File: src/rtl/cargador_trabajo_pkg.sv
// Shared constants, state encoding and the result record for the job loader.
package cargador_pkg;
  localparam int FRAME_BYTES = 13;
  localparam int PAYLOAD_W   = 96;
  localparam int TARGET_W    = 8;
  localparam int NONCE_W     = 32;
  localparam int HASH_W      = 24;

  localparam logic [1:0] CARGA     = 2'd0;
  localparam logic [1:0] MINANDO   = 2'd1;
  localparam logic [1:0] RESULTADO = 2'd2;

  typedef struct packed {
    logic [NONCE_W-1:0] nonce;
    logic [HASH_W-1:0]  hash;
    logic               timeout;
  } resultado_t;
endpackage

File: src/rtl/cargador_trabajo_if.sv
// Byte-stream, miner and result signals of the job loader.
interface cargador_trabajo_if;
  import cargador_pkg::*;
  logic                 in_valid;
  logic                 in_ready;
  logic [7:0]           in_data;
  logic [PAYLOAD_W-1:0] payload;
  logic [TARGET_W-1:0]  target;
  logic                 active;
  logic                 terminado;
  logic [NONCE_W-1:0]   nonceIn;
  logic [HASH_W-1:0]    hashIn;
  logic                 res_valid;
  logic                 res_ready;
  logic [NONCE_W-1:0]   res_nonce;
  logic [HASH_W-1:0]    res_hash;
  logic                 res_timeout;
  logic [15:0]          trabajos;

  modport slave (
    input  in_valid, in_data, terminado, nonceIn, hashIn, res_ready,
    output in_ready, payload, target, active, res_valid, res_nonce, res_hash,
           res_timeout, trabajos
  );
  modport master (
    output in_valid, in_data, terminado, nonceIn, hashIn, res_ready,
    input  in_ready, payload, target, active, res_valid, res_nonce, res_hash,
           res_timeout, trabajos
  );
endinterface

File: src/rtl/cargador_trabajo_ensamblador_trama.sv
// Frame assembler: 12 payload bytes MSB first, then the target byte.
module ensamblador_trama
  import cargador_pkg::*;
(
  input  logic                 clk,
  input  logic                 reset,
  input  logic                 carga,
  input  logic                 clr,
  input  logic [7:0]           dato,
  output logic [PAYLOAD_W-1:0] payload,
  output logic [TARGET_W-1:0]  target,
  output logic                 trama_lista
);
  localparam logic [3:0] IDX_ULT = 4'(FRAME_BYTES - 1);

  logic [3:0] idx;

  assign trama_lista = carga && (idx == IDX_ULT);

  always_ff @(posedge clk or posedge reset) begin
    if (reset) begin
      idx     <= '0;
      payload <= '0;
      target  <= '0;
    end else if (clr) begin
      idx <= '0;
    end else if (carga) begin
      if (idx == IDX_ULT) begin
        target <= dato;
        idx    <= '0;
      end else begin
        payload <= {payload[PAYLOAD_W-9:0], dato};
        idx     <= idx + 4'd1;
      end
    end
  end
endmodule

File: src/rtl/cargador_trabajo.sv
// Job loader: assembles a frame, runs the miner with a cycle budget and
// holds the result on a valid/ready port until it is taken.
module cargador_trabajo
  import cargador_pkg::*;
#(
  parameter logic [31:0] MAX_CICLOS = 32'hFFFF_FFFF,
  parameter int          CNT_W      = 32
) (
  input  logic               clk,
  input  logic               reset,
  cargador_trabajo_if.slave  bus
);
  localparam logic [CNT_W-1:0] CNT_FIN = CNT_W'(MAX_CICLOS - 32'd1);

  logic [1:0]       estado;
  logic [CNT_W-1:0] cnt;
  resultado_t       res_q;
  logic [15:0]      trabajos_q;
  logic             carga, trama_lista, handshake;

  assign bus.in_ready    = (estado == CARGA);
  assign bus.active      = (estado == MINANDO);
  assign bus.res_valid   = (estado == RESULTADO);
  assign bus.res_nonce   = res_q.nonce;
  assign bus.res_hash    = res_q.hash;
  assign bus.res_timeout = res_q.timeout;
  assign bus.trabajos    = trabajos_q;

  assign carga     = bus.in_valid & bus.in_ready;
  assign handshake = bus.res_valid & bus.res_ready;

  ensamblador_trama u_trama (
    .clk         (clk),
    .reset       (reset),
    .carga       (carga),
    .clr         (handshake),
    .dato        (bus.in_data),
    .payload     (bus.payload),
    .target      (bus.target),
    .trama_lista (trama_lista)
  );

  always_ff @(posedge clk or posedge reset) begin
    if (reset) begin
      estado     <= CARGA;
      cnt        <= '0;
      res_q      <= '0;
      trabajos_q <= '0;
    end else begin
      case (estado)
        CARGA: if (trama_lista) estado <= MINANDO;
        MINANDO: begin
          cnt <= cnt + 1'b1;
          // terminado takes priority over a timeout in the same cycle
          if (bus.terminado) begin
            res_q  <= '{nonce: bus.nonceIn, hash: bus.hashIn, timeout: 1'b0};
            estado <= RESULTADO;
          end else if (cnt == CNT_FIN) begin
            res_q  <= '{nonce: '0, hash: '0, timeout: 1'b1};
            estado <= RESULTADO;
          end
        end
        RESULTADO: if (bus.res_ready) begin
          trabajos_q <= trabajos_q + 16'd1;
          cnt        <= '0;
          estado     <= CARGA;
        end
        default: estado <= CARGA;
      endcase
    end
  end
endmodule
File: src/flat_wrapper.sv
// flat-port wrapper written by rule: the top's interface ports become plain ports
module cargador_trabajo_flat import cargador_pkg::*;
#(
  parameter logic [31:0] MAX_CICLOS = 32'hFFFF_FFFF,
  parameter int          CNT_W      = 32
)
  (clk, reset, bus_in_valid, bus_in_data, bus_terminado, bus_nonceIn, bus_hashIn, bus_res_ready, bus_in_ready, bus_payload, bus_target, bus_active, bus_res_valid, bus_res_nonce, bus_res_hash, bus_res_timeout, bus_trabajos);
  cargador_trabajo_if bus_i ();
  input  logic clk;
  input  logic reset;
  input wire logic [$bits(bus_i.in_valid)-1:0] bus_in_valid;
  input wire logic [$bits(bus_i.in_data)-1:0] bus_in_data;
  input wire logic [$bits(bus_i.terminado)-1:0] bus_terminado;
  input wire logic [$bits(bus_i.nonceIn)-1:0] bus_nonceIn;
  input wire logic [$bits(bus_i.hashIn)-1:0] bus_hashIn;
  input wire logic [$bits(bus_i.res_ready)-1:0] bus_res_ready;
  output wire logic [$bits(bus_i.in_ready)-1:0] bus_in_ready;
  output wire logic [$bits(bus_i.payload)-1:0] bus_payload;
  output wire logic [$bits(bus_i.target)-1:0] bus_target;
  output wire logic [$bits(bus_i.active)-1:0] bus_active;
  output wire logic [$bits(bus_i.res_valid)-1:0] bus_res_valid;
  output wire logic [$bits(bus_i.res_nonce)-1:0] bus_res_nonce;
  output wire logic [$bits(bus_i.res_hash)-1:0] bus_res_hash;
  output wire logic [$bits(bus_i.res_timeout)-1:0] bus_res_timeout;
  output wire logic [$bits(bus_i.trabajos)-1:0] bus_trabajos;
  assign bus_i.in_valid = bus_in_valid;
  assign bus_i.in_data = bus_in_data;
  assign bus_i.terminado = bus_terminado;
  assign bus_i.nonceIn = bus_nonceIn;
  assign bus_i.hashIn = bus_hashIn;
  assign bus_i.res_ready = bus_res_ready;
  assign bus_in_ready = bus_i.in_ready;
  assign bus_payload = bus_i.payload;
  assign bus_target = bus_i.target;
  assign bus_active = bus_i.active;
  assign bus_res_valid = bus_i.res_valid;
  assign bus_res_nonce = bus_i.res_nonce;
  assign bus_res_hash = bus_i.res_hash;
  assign bus_res_timeout = bus_i.res_timeout;
  assign bus_trabajos = bus_i.trabajos;
  cargador_trabajo #(.MAX_CICLOS(MAX_CICLOS), .CNT_W(CNT_W)) u_core (.clk(clk), .reset(reset), .bus(bus_i));
endmodule
File: config.mk
export PLATFORM = sky130hd
export DESIGN_NAME = cargador_trabajo_flat
export DESIGN_NICKNAME = d
export VERILOG_FILES = /design/src/rtl/cargador_trabajo_pkg.sv /design/src/rtl/cargador_trabajo_if.sv /design/src/rtl/cargador_trabajo_ensamblador_trama.sv /design/src/rtl/cargador_trabajo.sv /design/src/flat_wrapper.sv
export SDC_FILE = /design/constraint.sdc
export NUM_CORES = 1
export LEC_CHECK = 0
export CAP_MARGIN = 40
export CORE_MARGIN = 3
export CORE_UTILIZATION = 52
export DETAILED_ROUTE_END_ITERATION = 6
export PLACE_DENSITY = 0.85
export SLEW_MARGIN = 20
export SYNTH_ARGS = -nofsm -noshare
export SYNTH_HDL_FRONTEND = slang
export SYNTH_SLANG_ARGS = --single-unit
export TNS_END_PERCENT = 30
File: constraint.sdc
create_clock -name clk -period 10.6 [get_ports clk]
set_input_delay 1.06 -clock clk [delete_from_list [all_inputs] [get_ports clk]]
set_output_delay 1.06 -clock clk [all_outputs]
set_load 0.01 [all_outputs]
==> flow_summary.ini <==
[status]
outcome = completed

[cts]
clk_root_buffer_cell = clkbuf_16
postCtsSetupBuffers = 0
cts_buffer_depth = 3
clock-sinks = 215
cts_tree = built
clkLatencyLatePin_ns = 0.50
hold_buffers = 0
clk_pin_slew_ns = 0.06
cts_buffers = 23
postCtsResizedCells = 0
htree_levels = 1

[logic_synthesis]
syn-num-nets = 803
ys_warn_count = 0
yosysTopAreaCell = dfrtp_1
syn_area_sq_um = 9100
synth.distinct_cells = 48
synth_top_family_by_area = multiplexers
ys_ff_latch = 215
synth.avg_cell_area_sq_um = 12.5
synth_compound_area_share_pct = 10.3
synth_top_area_share_pct = 59.1
muxShareOfSynthArea_pct = 15.5
synth-xor-area-share_pct = 1.64
yosysSeqAreaShare_pct = 59.1
synth_area_leaders = dfrtp_1 (59%), mux2_2 (13%), a22oi_1 (4.6%)
yosys.area_share.simple_pct = 7.77
synth_fa_ha_area_share_pct = 0.688
syn_inst = 729

[routing]
ant_nets = 0
first_iter_violations = 390
via_count = 6646
vias_per_cell = 5.49
wl_per_cell_um = 18.4
drt_drc_violations_left = 0
dr.pass1.iters = 4
wl_um = 22300

[critical_path]
required_ns = 9.54
worstSetupPathType = reg2out
path_max_fanout = 8
startpoint_type = flop
endpoint_kind = output port
crit_arrival_ns = 1.88

[placed_design]
place.gp.congestion = 0.807
port_buffers = 248
dp_hpwl_um = 15300

[sta]
fmax_mhz = 340
rsz0062_at_grt = no
period_share_pct = 27.8
tightestPinTransition_ns = 0.778
hold_viol = 0
holdWs_ns = 0.471
setup_viol = 0
tns_ns = 0
slew_violations = 0
skew_ns = 0.00713
max-slew-margin-rel_pct = 47.7
period_minus_slack_ns = 2.94

[global_routing]
grt_max_degree = 107
antenna_found_initial = 0
grt_pass1_wl_um = 36600
grt.total_usage_pct = 23.0
grt_pass1_vias = 6635
grt-ovfl-total = 0

[floorplanning]
die_w_um = 138
core-area_sq_um = 16900
rows = 47
die_y_um = 138
die-area_sq_um = 19100
io_pins = 249
initial_core_util_pct = 53.9

[power]
power_leakage_uw = 0.00585
powerDensity_nw_per_um2 = 248
peakVddDrop_mv = 0.179

[final_layout]
fill_cells = 1116
layout.nets = 1048
fin_util_pct = 74.6
diodes = 0
regArea_sq_um = 5380
area_delta_synth_final_pct = 38.4
multi_input_area_sq_um = 3280
drive_above_1_share_pct = 18.2

[flow_run]
maxCapViolations = 0

[min_path]
hold_class = reg2reg
==> cell type report <==
class	instances	share of cell area [%]
sequential	215	42.7
multi-input combinational	413	26.1
timing repair buffer	257	20.9
clock buffer	36	5.52
tap	220	2.19
inverter	64	1.97
clock inverter	5	0.626
==> per-stage QoR <==
| step | setup slack [ns] | total power [uW] | cell area (sq um) | instances |
|---|---|---|---|---|
| 3_5_place_dp | 7.47 | 2320 | 11800 | 1168 |
| 5_1_grt | 7.57 | 3290 | 12600 | 1210 |
| 4_1_cts | 7.63 | 3150 | 12600 | 1209 |
| 3_3_place_gp | 7.31 | 2270 | 11700 | 1163 |
| 2_1_floorplan | 3.66 | 1740 | 9100 | 729 |
| 6_report | 7.66 | 3120 | 12600 | 1210 |
==> power breakdown <==
part	switching (uW)	leakage (uW)	total (uW)	internal, uW
Combinational	391	0.00306	989	599
Clock	315	0.000381	812	497
Sequential	230	0.00241	1320	1090
Total	936	0.00585	3120	2180
==> critical path: stages, from the launching register on <==
cell and delay, ns:
dfrtp_1 0.50, nor2b_1 0.29, clkdlybuf4s50_1 0.60
==> cells in the final DEF, fill, tap and decap left out, types with 2 or more instances in the layout <==
cell / netlist / layout
a22o_1: 2 / 2
a22oi_1: 56 / 56
and3_1: 9 / 9
and4_1: 5 / 5
buf_12: 2 / 2
buf_16: 0 / 3
buf_4: 3 / 3
bufinv_16: 0 / 2
clkbuf_1: 16 / 6
clkbuf_16: 0 / 23
clkbuf_8: 0 / 7
clkdlybuf4s50_1: 0 / 248
clkinv_2: 0 / 2
dfrtp_1: 215 / 215
ha_1: 5 / 5
inv_1: 63 / 62
mux2_2: 104 / 104
mux2i_1: 24 / 24
nand2_1: 46 / 45
nand3_1: 21 / 21
nand4_1: 17 / 17
nand4b_1: 2 / 2
nor2_1: 9 / 9
nor3_1: 4 / 4
nor4_1: 4 / 4
o21ai_0: 42 / 42
o21ai_2: 20 / 20
o311ai_0: 3 / 3
o41ai_1: 3 / 3
xnor2_1: 8 / 8
xor2_1: 9 / 9
==> logic make-up (layout without fill, tap and decap cells) <==
logic type                 after synthesis  after routing
xor gates and xnor gates                17             17
and+or+nand+nor                        130            130
muxes                                  128            128
buffers and inverters                  101            362
adders and majority gates                5              5
DFF                                    215            215
AOI/OAI and AO/OA                      133            133
==> routing by layer <==
metal	GRT usage (%)	vias to the layer above	routed length (um)
met5	0	-	0
met4	8.48	0	768
met3	3.63	54	1090
met2	37.3	186	11100
met1	31.7	3324	9320
li1	-	3082	-
==> sequential cells by signal, summed over array words and instances (netlist names) <==
| signal | flops |
|---|---|
| u_core.estado | 2 |
| u_core.u_trama.idx | 4 |
| u_core.cnt | 32 |
| u_core.u_trama.payload | 96 |
| u_core.bus.res_nonce | 32 |
| u_core.bus.res_timeout | 1 |
| u_core.bus.res_hash | 24 |
| u_core.bus.trabajos | 16 |
| u_core.u_trama.target | 8 |
==> path summary, 6_finish.rpt <==
kind                                  startpoint                          to  slack [ns]  cells past startpoint
worst min register to register    u_core.cnt[28]              u_core.cnt[28]        0.47                      1
min in group asynchronous                  reset      u_core.bus.trabajos[0]        0.94                      2
worst min-delay path              u_core.cnt[28]              u_core.cnt[28]        0.47                      1
max in group asynchronous                  reset  u_core.u_trama.payload[90]        8.21                      5
worst max-delay path            u_core.estado[1]               bus_res_valid        7.66                      2
worst max register to register     u_core.cnt[4]    u_core.bus.res_nonce[14]        8.00                      4
==> Yosys cell counts, drive strengths merged <==
master / n
nand2b: 1
and3: 9
o31ai: 1
o41ai: 3
mux2i: 24
nand4b: 2
nor3: 5
nor3b: 2
nor4: 5
a21o: 1
a31o: 1
o22ai: 1
o211ai: 1
dfrtp: 215
mux2: 104
or2: 1
nand3: 21
nand4: 18
o311ai: 3
and4: 5
nor2: 10
ha: 5
and3b: 1
clkbuf: 17
a22oi: 56
nand3b: 1
xor2: 9
a22o: 2
inv: 64
nand2: 46
o21ai: 62
nor2b: 1
o21bai: 1
buf: 20
and2: 2
xnor2: 8
a41oi: 1
(Power assumes the default switching activity.)
